File: config.mk
export PLATFORM = sky130hd
export DESIGN_NAME = float_align_stage
export DESIGN_NICKNAME = d
export VERILOG_FILES = /design/src/rtl/float_align_stage.sv
export SDC_FILE = /design/constraint.sdc
export NUM_CORES = 1
export LEC_CHECK = 0
export ABC_CLOCK_PERIOD_IN_PS = 4000
export CAP_MARGIN = 10
export CORE_MARGIN = 4
export CORE_UTILIZATION = 60
export CTS_CLUSTER_SIZE = 40
export DETAILED_ROUTE_END_ITERATION = 6
export PLACE_DENSITY = 0.87
export SYNTH_ARGS = -nofsm -noshare
export SYNTH_HDL_FRONTEND = slang
export SYNTH_SLANG_ARGS = --single-unit
File: constraint.sdc
create_clock -name clk -period 4 [get_ports clk]
set_input_delay 0.8 -clock clk [delete_from_list [all_inputs] [get_ports clk]]
set_output_delay 0.8 -clock clk [all_outputs]
set_load 0.02 [all_outputs]
File: src/rtl/float_align_stage.sv
// float_align_stage
//   Operand pre-alignment ahead of the binary32 adder. Two register stages:
//     S1: unpack x/y, classify special values, order by magnitude, compute
//         the exponent difference d = exp_b - exp_s.
//     S2: right-shift the smaller mantissa by d, folding shifted-out bits
//         into a sticky LSB.
//   Latency 2, throughput 1 per cycle.
//
//   Handshake (valid/ready): a transfer happens on a rising edge where
//   valid & ready are both high. The producer holds its payload steady while
//   valid & !ready. en = !out_valid | out_ready advances both stages
//   together; when en=0 every register holds, so the outputs stay frozen.
//
// Ports
//   clk, rst                 clock (rising edge), async active-low reset
//   in_valid/in_ready, x, y  operand input handshake, binary32 operands
//   out_valid/out_ready      result handshake
//   out_sign_b/out_sign_s    signs of larger / smaller magnitude operand
//   out_eff_sub              out_sign_b ^ out_sign_s
//   out_exp                  common exponent (exponent of larger operand)
//   out_mant_b/out_mant_s    {hidden,frac,GRS} of larger / aligned smaller
//   out_class                0 normal,1 NaN,2 +inf,3 -inf,4 zero,5 bypass
module float_align_stage #(
  parameter int GRS_W     = 3,
  parameter bit FLUSH_DEN = 1'b1
) (
  input  logic                  clk,
  input  logic                  rst,
  input  logic                  in_valid,
  output logic                  in_ready,
  input  logic [31:0]           x,
  input  logic [31:0]           y,
  output logic                  out_valid,
  input  logic                  out_ready,
  output logic                  out_sign_b,
  output logic                  out_sign_s,
  output logic                  out_eff_sub,
  output logic [7:0]            out_exp,
  output logic [24+GRS_W-1:0]   out_mant_b,
  output logic [24+GRS_W-1:0]   out_mant_s,
  output logic [2:0]            out_class
);

  localparam int         MW   = 24 + GRS_W;
  localparam logic [7:0] MW_D = 8'(MW);

  typedef enum logic [2:0] {
    CLS_NORMAL = 3'd0,
    CLS_NAN    = 3'd1,
    CLS_PINF   = 3'd2,
    CLS_NINF   = 3'd3,
    CLS_ZERO   = 3'd4,
    CLS_BYPASS = 3'd5
  } cls_e;

  logic en;
  assign en       = !out_valid || out_ready;
  assign in_ready = en;

  // ---------------- S1: unpack / classify / order ----------------
  logic        x_zero, y_zero, x_inf, y_inf, x_nan, y_nan, x_big;
  logic [23:0] x_mant, y_mant;
  logic [7:0]  x_eexp, y_eexp;

  assign x_zero = (x[30:23] == 8'h00) && (FLUSH_DEN || (x[22:0] == 23'd0));
  assign y_zero = (y[30:23] == 8'h00) && (FLUSH_DEN || (y[22:0] == 23'd0));
  assign x_inf  = (x[30:23] == 8'hFF) && (x[22:0] == 23'd0);
  assign y_inf  = (y[30:23] == 8'hFF) && (y[22:0] == 23'd0);
  assign x_nan  = (x[30:23] == 8'hFF) && (x[22:0] != 23'd0);
  assign y_nan  = (y[30:23] == 8'hFF) && (y[22:0] != 23'd0);
  assign x_mant = x_zero ? 24'd0 : {x[30:23] != 8'h00, x[22:0]};
  assign y_mant = y_zero ? 24'd0 : {y[30:23] != 8'h00, y[22:0]};
  // Kept denormals behave as exponent 1 when measuring the shift distance.
  assign x_eexp = (!FLUSH_DEN && x[30:23] == 8'h00) ? 8'd1 : x[30:23];
  assign y_eexp = (!FLUSH_DEN && y[30:23] == 8'h00) ? 8'd1 : y[30:23];
  // Magnitude order on {exp,frac}; a tie keeps x as the larger operand.
  assign x_big  = x[30:0] >= y[30:0];

  logic          c_sign_b, c_sign_s;
  logic [7:0]    c_exp, c_d;
  logic [MW-1:0] c_mant_b;
  logic [23:0]   c_mant_s;
  logic [2:0]    c_class;

  always_comb begin
    c_sign_b = x_big ? x[31] : y[31];
    c_sign_s = x_big ? y[31] : x[31];
    c_exp    = x_big ? x[30:23] : y[30:23];
    c_mant_b = {(x_big ? x_mant : y_mant), {GRS_W{1'b0}}};
    c_mant_s = x_big ? y_mant : x_mant;
    c_d      = x_big ? (x_eexp - y_eexp) : (y_eexp - x_eexp);
    c_class  = CLS_NORMAL;
    if (x_nan || y_nan || (x_inf && y_inf && (x[31] != y[31]))) begin
      c_class  = CLS_NAN;
      c_exp    = 8'hFF;
      c_mant_b = '1;
    end else if (x_inf || y_inf) begin
      c_class = (x_inf ? x[31] : y[31]) ? CLS_NINF : CLS_PINF;
    end else if (x_zero && y_zero) begin
      c_class  = CLS_ZERO;
      c_sign_b = x[31] & y[31];
    end else if (x_zero || y_zero) begin
      // Larger operand is already the nonzero one (zero has exp field 0).
      c_class  = CLS_BYPASS;
      c_mant_s = '0;
    end
  end

  logic          s1_valid, s1_sign_b, s1_sign_s;
  logic [7:0]    s1_exp, s1_d;
  logic [MW-1:0] s1_mant_b;
  logic [23:0]   s1_mant_s;
  logic [2:0]    s1_class;

  always_ff @(posedge clk or negedge rst) begin
    if (!rst) begin
      s1_valid  <= 1'b0;
      s1_sign_b <= 1'b0;
      s1_sign_s <= 1'b0;
      s1_exp    <= '0;
      s1_d      <= '0;
      s1_mant_b <= '0;
      s1_mant_s <= '0;
      s1_class  <= '0;
    end else if (en) begin
      s1_valid  <= in_valid;
      s1_sign_b <= c_sign_b;
      s1_sign_s <= c_sign_s;
      s1_exp    <= c_exp;
      s1_d      <= c_d;
      s1_mant_b <= c_mant_b;
      s1_mant_s <= c_mant_s;
      s1_class  <= c_class;
    end
  end

  // ---------------- S2: align with sticky ----------------
  logic [MW-1:0] ext, sh;

  always_comb begin
    ext = {s1_mant_s, {GRS_W{1'b0}}};
    if (s1_d >= MW_D) begin
      sh = {{(MW-1){1'b0}}, |ext};
    end else begin
      sh = (ext >> s1_d) |
           {{(MW-1){1'b0}}, |(ext & ~({MW{1'b1}} << s1_d))};
    end
  end

  always_ff @(posedge clk or negedge rst) begin
    if (!rst) begin
      out_valid   <= 1'b0;
      out_sign_b  <= 1'b0;
      out_sign_s  <= 1'b0;
      out_eff_sub <= 1'b0;
      out_exp     <= '0;
      out_mant_b  <= '0;
      out_mant_s  <= '0;
      out_class   <= '0;
    end else if (en) begin
      out_valid   <= s1_valid;
      out_sign_b  <= s1_sign_b;
      out_sign_s  <= s1_sign_s;
      out_eff_sub <= s1_sign_b ^ s1_sign_s;
      out_exp     <= s1_exp;
      out_mant_b  <= s1_mant_b;
      out_mant_s  <= sh;
      out_class   <= s1_class;
    end
  end

endmodule
# Word level (Yosys, flattened, before mapping)
# Cells that the tools add are included.
# Widths: inputs -> output; s select.
word_totals:
  register_bits: 142
  inputBits: 68
  output_inout_bits: 70
classes:
  addsub: 2
  order_cmp: 2
  n_eq_ne: 3
  shifts: 2
  mux: 24
  bitwise_logic: 5
  n_reduce_logical: 23
ops:
  columns: ["cell", "n"]
  rows:
  - ["$mux 24", 8]
  - ["$mux 27", 2]
  - ["$logic_not 23->1", 2]
  - ["$reduce_bool 23->1", 2]
  - ["$ge 31x31->1", 1]
  - ["$and 27x27->27", 1]
  - ["$not 27->27", 1]
  - ["$or 27x1->27", 1]
  - ["$reduce_or 27->1", 1]
  - ["$shl 27x8->27 const A", 1]
  - ["$shr 27x8->27", 1]
  - ["$mux 8", 3]
  - ["$reduce_or 24->1", 1]
  - ["$eq 8x8->1 const B", 2]
  - ["$logic_not 8->1", 2]
  - ["$reduce_bool 8->1", 2]
  - ["$sub 8x8->8", 2]
  - ["$mux 3", 4]
  - ["$ge 8x5->1 const B", 1]
  - ["$logic_and 1x1->1", 7]
  - ["$mux 1", 7]
  - ["$logic_or 1x1->1", 5]
  - ["$and 1x1->1", 1]
  - ["$logic_not 1->1", 1]
  - ["other kinds (2)", 2]

# Longest topological paths before layout
# Gate-level depths: netlist of run 1.
depth:
  ltp_word: 7
  ltp_mapped: 12
  mapped_depth_nobuf: 10

# Least setup slack after synthesis of run 1
# OpenSTA, ideal clock, no wires.
synth_path:
  path_type: "input to register"
  start: "input x[23]"
  end: "register s1_mant_s[23]"
  t_arrival_ns: 2.674
  slack_ns: 1.205
  path_stages: 9
  path_buffers: 3
  cell_sequence: "nor4_1 nand2_1 clkbuf_1 clkbuf_1 ha_1 nor4_1 nor2_1 clkbuf_1 a22o_1"
synth_via:
  elab_chain_len: 7
synth_lines:
  columns: ["element", "line", "source"]
  rows:
  - ["from (decl)", "31", "input logic [31:0] x,"]
  - ["branches (longest 6 deep; another with $ge 31x31->1)", null, null]
  - ["$mux 24 (*)", "93", "if (x_nan || y_nan || (x_inf && y_inf && (x[31] != y[31]))) begin"]
  - ["to (signal assigned)", "132", "s1_mant_s <= c_mant_s;"]
  - ["to (decl)", "112", "logic [23:0] s1_mant_s;"]
# Mark *: on every way between the ends.
# A chain may end at the register's enable or synchronous reset.

# Final worst setup path of run 1
layout_path:
  start: "input y[24]"
  end: "register s1_exp[7]"
layout_via:
  elab_chain_len: 6
layout_lines:
  columns: ["element", "line", "source"]
  rows:
  - ["from (decl)", "32", "input logic [31:0] y,"]
  - ["branches (longest 5 deep; another with $ge 31x31->1)", null, null]
  - ["$mux 8 (*)", "93", null]
  - ["to (signal assigned)", "129", "s1_exp <= c_exp;"]
  - ["to (decl)", "110", "logic [7:0] s1_exp, s1_d;"]
# Marked as above.

==> results of run 1 <==
sequential cells by signal (all words and copies together), names as in the netlist:
name,cells
out_eff_sub,1
out_valid,1
out_sign_b,1
s1_sign_s,1
s1_mant_b,25
s1_valid,1
out_sign_s,1
out_class,3
s1_exp,8
out_mant_s,27
s1_mant_s,24
s1_class,3
out_exp,8
out_mant_b,25
s1_d,8
s1_sign_b,1
per-layer routing:
metal,global-route usage [%],routed length [µm],share of wire [%]
met3,6.79,2250,8.1
met4,13.4,995,3.6
met5,0,0,0
met2,50.5,12700,46
met1,47.6,11900,43
logic make-up (layout without fill, tap and decap cells):
family	Yosys count	in the layout	synth area share, %
xor gates and xnor gates	1	1	0.0969
buffers and inverters	128	259	6.30
muxes	59	59	7.60
adders and majority gates	45	45	6.37
AOI/OAI and AO/OA	228	228	16.4
and+or+nand+nor	487	487	25.0
DFF	138	138	38.2
power by group through the flow:
| stage | Clock (mW) | Combinational, mW | Sequential [mW] |
|---|---|---|---|
| 6_report | 1.53 | 1.77 | 1.88 |
| 5_1_grt | 1.60 | 1.92 | 1.91 |
| 4_1_cts | 1.54 | 1.75 | 1.87 |
| 3_5_place_dp | 0 | 1.74 | 1.89 |
| 3_3_place_gp | 0 | 1.71 | 1.88 |
| 2_1_floorplan | 0 | 1.06 | 1.91 |
critical path: stages:
cell             delay, ns
clkdlybuf4s50_1       0.60
inv_1                 0.13
ha_1                  0.36
a21o_1                0.20
nand3_1               0.08
a21oi_1               0.06
a211oi_1              0.32
and3_2                0.35
buf_4                 0.16
mux2_1                0.32
o22a_1                0.16
final cells by class:
| cell class | instances | area share, % |
|---|---|---|
| inverter | 49 | 1.64 |
| timing repair buffer | 178 | 15.4 |
| tap | 184 | 2.06 |
| clock inverter | 12 | 1.05 |
| clock buffer | 20 | 3.99 |
| sequential | 138 | 30.9 |
| multi-input combinational | 820 | 45.0 |
synthesized netlist by cell type (all sizes together) (5+ instances only):
cell    number
a21o         5
or3          5
mux2        11
nor3        22
nor2b        7
nor2        79
nor4        22
mux4         6
nand4       39
dfrtp      138
a22o        11
nand3       91
mux2i       42
or2          7
a21oi       71
buf         32
nand2b       6
a31oi       32
inv         49
clkbuf      47
o211ai       7
ha          42
nand2      197
a211oi       6
o22a        13
o21ai       47
worst min path at each step:
stage / startpoint / endpoint / slack, ns / depth (start not counted)
2_1_floorplan: s1_valid / s1_valid / 0.43 / 2
3_5_place_dp: s1_valid / out_valid / 0.45 / 1
5_1_grt: rst / out_mant_s[14] / 0.46 / 1
3_3_place_gp: s1_valid / s1_valid / 0.45 / 2
4_1_cts: rst / out_mant_s[14] / 0.45 / 1
6_report: rst / out_mant_s[14] / 0.40 / 1
through the flow:
stage	utilization (%)	cell area, µm²	hold slack [ns]	total power [mW]	instances
2_1_floorplan	-	9040	0.430	2.97	1086
3_3_place_gp	72.5	10600	0.447	3.60	1369
3_5_place_dp	72.5	10600	0.450	3.63	1369
4_1_cts	76.4	11200	0.448	5.16	1401
5_1_grt	76.4	11200	0.456	5.43	1401
6_report	76.4	11200	0.401	5.17	1401
==> impl_metrics.prom, run 1 <==
# TYPE chip_impl_metric gauge
chip_impl_metric{name="die-height",unit="µm"} 131
chip_impl_info{name="final_common_cell",value="nand2_1"} 1
chip_impl_metric{name="dieWidth",unit="µm"} 131
chip_impl_metric{name="drt_drc_violations_left",unit=""} 4
chip_impl_info{name="failing_checks",value="DRC"} 1
chip_impl_metric{name="finalNetCount",unit=""} 1316
chip_impl_metric{name="netSwitchingFraction",unit="%"} 37.2
chip_impl_metric{name="fin_ws",unit="ns"} 0.772
chip_impl_metric{name="drv_cap",unit=""} 0
chip_impl_info{name="timing.setup.critical_path_class",value="in -> reg"} 1
chip_impl_metric{name="achievable-frequency",unit="MHz"} 310
chip_impl_metric{name="pwr_density_cell",unit="nW/µm²"} 462
chip_impl_metric{name="post_cts_resize_count",unit=""} 0
chip_impl_metric{name="power_frac_comb",unit="%"} 34.1
chip_impl_metric{name="report.final.setup_viol",unit=""} 0
chip_impl_metric{name="holdBufCountCts",unit=""} 0
chip_impl_info{name="worstSetupEndpoint",value="s1_exp[7]"} 1
chip_impl_metric{name="sink_count_of_the_clock_tree",unit=""} 138
chip_impl_metric{name="final.fill_count",unit=""} 1099
chip_impl_metric{name="seqCellArea",unit="µm²"} 3450
chip_impl_metric{name="synth_nets",unit=""} 1198
chip_impl_metric{name="power_frac_clock",unit="%"} 29.5
chip_impl_metric{name="power.internal",unit="mW"} 3.25
chip_impl_metric{name="multi_input_comb_area",unit="µm²"} 5030
chip_impl_metric{name="routabilityCongestion",unit=""} 0.984
chip_impl_metric{name="synth_enable_flop_cells",unit=""} 0
chip_impl_metric{name="number_of_warnings_printed_during_yosys_synthesis",unit=""} 0
chip_impl_info{name="worstReg2RegStart",value="s1_d[0]"} 1
chip_impl_metric{name="power.net_switching",unit="mW"} 1.93
chip_impl_metric{name="ctsHtreeMaxLevel",unit=""} 4
chip_impl_metric{name="syn2layout_area_growth",unit="%"} 23.7
chip_impl_metric{name="detail-route-antenna-nets",unit=""} 0
chip_impl_metric{name="final_max_slew_viol_count",unit=""} 0
chip_impl_info{name="yosys_most_used_dff",value="dfrtp_1"} 1
chip_impl_metric{name="dieArea",unit="µm²"} 17100
chip_impl_metric{name="worst-path-max-fanout",unit=""} 6
chip_impl_metric{name="inserted_clock_buffers",unit=""} 17
chip_impl_metric{name="register_clock_pin_slew_on_the_reported_worst_setup_and_hold_paths",unit="ns"} 0.06
chip_impl_metric{name="p_leak",unit="nW"} 4.97
chip_impl_metric{name="i_o_pin_total",unit=""} 138
chip_impl_metric{name="vdd.ir_drop.worst",unit="mV"} 0.379
chip_impl_info{name="critPathLaunchType",value="primary input"} 1
chip_impl_metric{name="synth.avg_cell_area",unit="µm²"} 8.32
chip_impl_info{name="startpoint",value="y[24]"} 1
chip_impl_info{name="worstReg2RegEnd",value="out_mant_s[11]"} 1
chip_impl_metric{name="grt_first_pass_wirelength",unit="mm"} 44.6
chip_impl_metric{name="vias",unit=""} 8930
chip_impl_metric{name="finalHoldViolCount",unit=""} 0
chip_impl_metric{name="diodes",unit=""} 0
chip_impl_metric{name="arr_time_crit_path",unit="ns"} 3.54
chip_impl_info{name="critPathCaptureType",value="register"} 1
chip_impl_metric{name="wire_per_inst",unit="µm"} 19.9
chip_impl_metric{name="placement.io_buffers",unit=""} 137
chip_impl_metric{name="critical_path_required",unit="ns"} 4.32
chip_impl_info{name="hp-class",value="in -> async"} 1
chip_impl_metric{name="drt_first_pass_iters",unit=""} 7
chip_impl_metric{name="min_period_over_period",unit="%"} 80.7
chip_impl_metric{name="seq_area_frac_synth",unit="%"} 38.2
chip_impl_info{name="layout_common_cells",value="nand2_1 (197), dfrtp_1 (138), clkdlybuf4s50_1 (136), nand3_1 (89), nor2_1 (77)"} 1
chip_impl_metric{name="grt_pass1_vias",unit=""} 8470
chip_impl_metric{name="period_needed",unit="ns"} 3.23
chip_impl_metric{name="track_usage",unit="%"} 33.5
chip_impl_metric{name="routed_wl",unit="mm"} 27.8
chip_impl_metric{name="dp_slack",unit="ns"} 0.352
chip_impl_metric{name="drt_first_iter_violations",unit=""} 1070
chip_impl_metric{name="max_slew.worst_pin.slew",unit="ns"} 0.863
chip_impl_metric{name="grt_ovf",unit=""} 0
chip_impl_metric{name="totalNegativeSetupSlack",unit="ns"} 0
chip_impl_info{name="synth.largest_area_cell",value="dfrtp_1"} 1
chip_impl_metric{name="ff_to_ff_path_depth",unit=""} 8
chip_impl_metric{name="worst_clock_skew",unit="ns"} 0.0126
chip_impl_metric{name="synth_cell_types",unit=""} 70
chip_impl_metric{name="cts_max_path_buffers",unit=""} 2
chip_impl_metric{name="worst_slew_margin_rel",unit="%"} 41.9
chip_impl_info{name="grt_setup_unrepaired",value="false"} 1
chip_impl_metric{name="p_seq_share",unit="%"} 36.3
chip_impl_metric{name="clk-insertion-delay-late",unit="ns"} 0.43
chip_impl_metric{name="dp_hpwl",unit="mm"} 20.0
chip_impl_metric{name="synthesized_flop_and_latch_total",unit=""} 138
chip_impl_metric{name="postSynth.asyncResetShare",unit="%"} 100
chip_impl_metric{name="synth_cells",unit=""} 1086
chip_impl_metric{name="placementRows",unit=""} 44
chip_impl_metric{name="synthDominantCellAreaShare",unit="%"} 38.2
chip_impl_metric{name="effective_utilization_at_floorplan",unit="%"} 61.7
chip_impl_metric{name="cts_setup_buffers",unit=""} 0
chip_impl_metric{name="worst_reg2reg_setup_slack",unit="ns"} 1.36
chip_impl_metric{name="core_area",unit="µm²"} 14600
chip_impl_metric{name="initial_antenna_violation_count",unit=""} 0
chip_impl_info{name="cts-root-buf",value="clkbuf_16"} 1
chip_impl_metric{name="final_layout_size_suffix_gt1_share",unit="%"} 9.12
chip_impl_metric{name="vias_per_cell",unit=""} 6.37
chip_impl_info{name="synth.top_cells.by_area",value="dfrtp_1 (38%), nand2_1 (8.2%), ha_1 (5.8%)"} 1
chip_impl_info{name="cts_tree",value="done"} 1
chip_impl_info{name="run_status",value="complete, but fails checks"} 1
chip_impl_metric{name="maximum_number_of_pins_on_one_net_before_global_route_repair",unit=""} 111
chip_impl_metric{name="syn_area",unit="µm²"} 9040
Note: power is estimated with default switching activity, not from simulation.
==> run 2, diff against run 1 <==
==> config.mk (replaced) <==
export PLATFORM = sky130hd
export DESIGN_NAME = float_align_stage
export DESIGN_NICKNAME = d
export VERILOG_FILES = /design/src/rtl/float_align_stage.sv
export SDC_FILE = /design/constraint.sdc
export NUM_CORES = 1
export LEC_CHECK = 0
export ABC_CLOCK_PERIOD_IN_PS = 2900
export CAP_MARGIN = 10
export CORE_MARGIN = 4
export CORE_UTILIZATION = 50
export CTS_CLUSTER_SIZE = 40
export DETAILED_ROUTE_END_ITERATION = 6
export PLACE_DENSITY = 0.78
export SYNTH_ARGS = -nofsm -noshare
export SYNTH_HDL_FRONTEND = slang
export SYNTH_SLANG_ARGS = --single-unit
==> constraint.sdc (replaced) <==
create_clock -name clk -period 2.9 [get_ports clk]
set_input_delay 0.58 -clock clk [delete_from_list [all_inputs] [get_ports clk]]
set_output_delay 0.58 -clock clk [all_outputs]
set_load 0.02 [all_outputs]
==> run 2 against run 1 <==
  * The flow now finishes without violations
  * Worst setup slack worse by 0.66 ns
  * Power grew 40%
  * Sequential power is 38% higher
  * Combinational power is 49% higher
  * Register-to-register slack got worse by 0.91 ns
  * Routed wire length rose by 5.1%
  * Critical path depth is 1 higher
  * Non-clock buffer count rose by 105
  * Clock skew down 0.0014 ns
  * Die area rose by 19%
  * First-iteration DRC count shrank 7.1%
  * Cell count is 10% higher
  * Largest cell class unchanged
  * Largest power group is now combinational logic
==> impl_metrics.prom, run 2 (synthesis gave the netlist of run 1 again) <==
# TYPE chip_impl_metric gauge
chip_impl_info{name="cts-root-buf",value="clkbuf_16"} 1
chip_impl_metric{name="i_o_pin_total",unit=""} 138
chip_impl_metric{name="drt_first_iter_violations",unit=""} 994
chip_impl_info{name="run_status",value="complete, no violations"} 1
chip_impl_metric{name="totalNegativeSetupSlack",unit="ns"} 0
chip_impl_metric{name="die-height",unit="µm"} 142
chip_impl_metric{name="grt_pass1_vias",unit=""} 9268
chip_impl_metric{name="placementRows",unit=""} 48
chip_impl_metric{name="pwr_density_cell",unit="nW/µm²"} 597
chip_impl_info{name="timing.setup.critical_path_class",value="in -> reg"} 1
chip_impl_metric{name="initial_antenna_violation_count",unit=""} 0
chip_impl_metric{name="routed_wl",unit="mm"} 29.2
chip_impl_metric{name="flip_flop_count_of_the_largest_register_all_copies_and_words_added",unit=""} 27
chip_impl_metric{name="ctsHtreeMaxLevel",unit=""} 4
chip_impl_info{name="cts_tree",value="done"} 1
chip_impl_metric{name="maximum_number_of_pins_on_one_net_before_global_route_repair",unit=""} 85
chip_impl_metric{name="register_clock_pin_slew_on_the_reported_worst_setup_and_hold_paths",unit="ns"} 0.06
chip_impl_metric{name="vias",unit=""} 9343
chip_impl_metric{name="inserted_clock_buffers",unit=""} 17
chip_impl_metric{name="effective_utilization_at_floorplan",unit="%"} 51.7
chip_impl_metric{name="sink_count_of_the_clock_tree",unit=""} 138
chip_impl_metric{name="syn2layout_area_growth",unit="%"} 33.9
chip_impl_metric{name="arr_time_crit_path",unit="ns"} 3.16
chip_impl_metric{name="dieArea",unit="µm²"} 20300
chip_impl_metric{name="drt_first_pass_iters",unit=""} 7
chip_impl_metric{name="core_area",unit="µm²"} 17500
chip_impl_metric{name="track_usage",unit="%"} 28.9
chip_impl_info{name="hp-class",value="in -> async"} 1
chip_impl_metric{name="finalNetCount",unit=""} 1422
chip_impl_metric{name="detail-route-antenna-nets",unit=""} 0
chip_impl_metric{name="vdd.ir_drop.worst",unit="mV"} 0.456
chip_impl_metric{name="cts_setup_buffers",unit=""} 0
chip_impl_metric{name="finalHoldViolCount",unit=""} 0
chip_impl_metric{name="report.power.total",unit="mW"} 7.23
chip_impl_metric{name="vias_per_cell",unit=""} 6.04
chip_impl_info{name="largest_registers",value="out_mant_s: 27 flops, out_mant_b: 25 flops, s1_mant_b: 25 flops"} 1
chip_impl_metric{name="placement.io_buffers",unit=""} 137
chip_impl_metric{name="grt_first_pass_wirelength",unit="mm"} 47.4
chip_impl_metric{name="wire_per_inst",unit="µm"} 18.9
chip_impl_metric{name="max_slew.worst_pin.slew",unit="ns"} 0.676
chip_impl_info{name="final_common_cell",value="nand2_1"} 1
chip_impl_metric{name="fin_area",unit="µm²"} 12100
chip_impl_metric{name="cts_max_path_buffers",unit=""} 2
chip_impl_metric{name="critical_path_required",unit="ns"} 3.27
chip_impl_metric{name="p_leak",unit="nW"} 5.50
chip_impl_metric{name="min_period_over_period",unit="%"} 96.2
chip_impl_metric{name="routabilityCongestion",unit=""} 0.958
chip_impl_metric{name="fin_ws",unit="ns"} 0.110
chip_impl_metric{name="drv_cap",unit=""} 0
chip_impl_info{name="critPathLaunchType",value="primary input"} 1
chip_impl_metric{name="final_layout_size_suffix_gt1_share",unit="%"} 16.6
chip_impl_metric{name="worst_slew_margin_rel",unit="%"} 54.5
chip_impl_metric{name="grt_ovf",unit=""} 0
chip_impl_metric{name="report.final.setup_viol",unit=""} 0
chip_impl_metric{name="finalHoldWorstSlack",unit="ns"} 0.0712
chip_impl_info{name="max_flop_register",value="out_mant_s"} 1
chip_impl_metric{name="worst_clock_skew",unit="ns"} 0.0112
chip_impl_metric{name="dp_hpwl",unit="mm"} 21.3
chip_impl_metric{name="drt_drc_violations_left",unit=""} 0
chip_impl_metric{name="holdBufCountCts",unit=""} 0
chip_impl_metric{name="final_max_slew_viol_count",unit=""} 0
chip_impl_info{name="critPathCaptureType",value="register"} 1
chip_impl_metric{name="worst-path-max-fanout",unit=""} 2
chip_impl_metric{name="diodes",unit=""} 0
chip_impl_metric{name="clk-insertion-delay-late",unit="ns"} 0.43
chip_impl_metric{name="period_needed",unit="ns"} 2.79
chip_impl_metric{name="placed_cell_area",unit="µm²"} 11500
chip_impl_metric{name="dp_slack",unit="ns"} -0.391
chip_impl_info{name="layout_common_cells",value="nand2_1 (197), dfrtp_1 (138), clkdlybuf4s50_1 (136), buf_4 (136), nand3_1 (89)"} 1
chip_impl_metric{name="achievable-frequency",unit="MHz"} 358
chip_impl_metric{name="dieWidth",unit="µm"} 142
run 2: cell types whose count changed in the layout (fill, tap and decap cells not counted), moves of 2 or more:
cell        before  now
buf_4           38  136
buf_12           3   10
clkinv_4         3    0
a21oi_1         71   69
a21oi_2          0    2
clkinvlp_4       4    6
run 2: critical path: stages:
cell,delay (ns)
clkdlybuf4s50_1,0.48
inv_1,0.07
buf_4,0.13
ha_1,0.21
fa_1,0.40
nor2b_1,0.20
o21ai_0,0.14
a21boi_0,0.17
o21ai_0,0.14
nor4b_1,0.17
o21ai_0,0.26
o211a_1,0.19
run 2: repair_timing:
item                                    CTS  global route
hold endpoints to repair                  0             0
gates resized for setup                   0             7
endpoints found under the setup margin    0            58
run 2: area by class of cell:
cell class	count	area (µm²)
fill	1397	5380
multi-input combinational	821	5070
sequential	138	3450
timing repair buffer	283	2590
clock buffer	20	447
tap	225	282
inverter	49	184
clock inverter	10	72.6
run 2: final timing paths:
| check | from | cells past startpoint | slack (ns) | endpoint |
|---|---|---|---|---|
| hold reg to reg | out_mant_b[12] | 2 | 0.46 | out_mant_b[12] |
| setup / recovery | y[23] | 12 | 0.11 | s1_d[6] |
| min in group clk | out_mant_b[12] | 2 | 0.46 | out_mant_b[12] |
| max in group asynchronous | rst | 2 | 2.12 | out_mant_b[17] |
| hold / removal | rst | 1 | 0.07 | out_mant_s[3] |
| setup reg to reg | s1_d[0] | 9 | 0.45 | out_mant_s[0] |
run 2: power by group:
part           leakage, nW  switching (mW)  internal, mW
Clock                0.237           0.882          1.11
Combinational         3.57            1.46          1.18
Sequential            1.68           0.355          2.24
run 2: metal layers:
layer  global-route usage [%]  up-vias  share of wire [%]
met5                        0        -                  0
met4                     10.2        0                2.8
met3                     6.32       81                8.3
met2                     45.8      492                 47
met1                     39.3     4430                 42
li1                         -     4340                  -
run 2: metrics by stage:
| stage | utilization [%] | instances |
|---|---|---|
| floorplan | - | 1086 |
| global placement | 66.1 | 1515 |
| detailed placement | 66.1 | 1515 |
| CTS | 69.0 | 1545 |
| global route | 69.2 | 1546 |
| finish | 69.2 | 1546 |
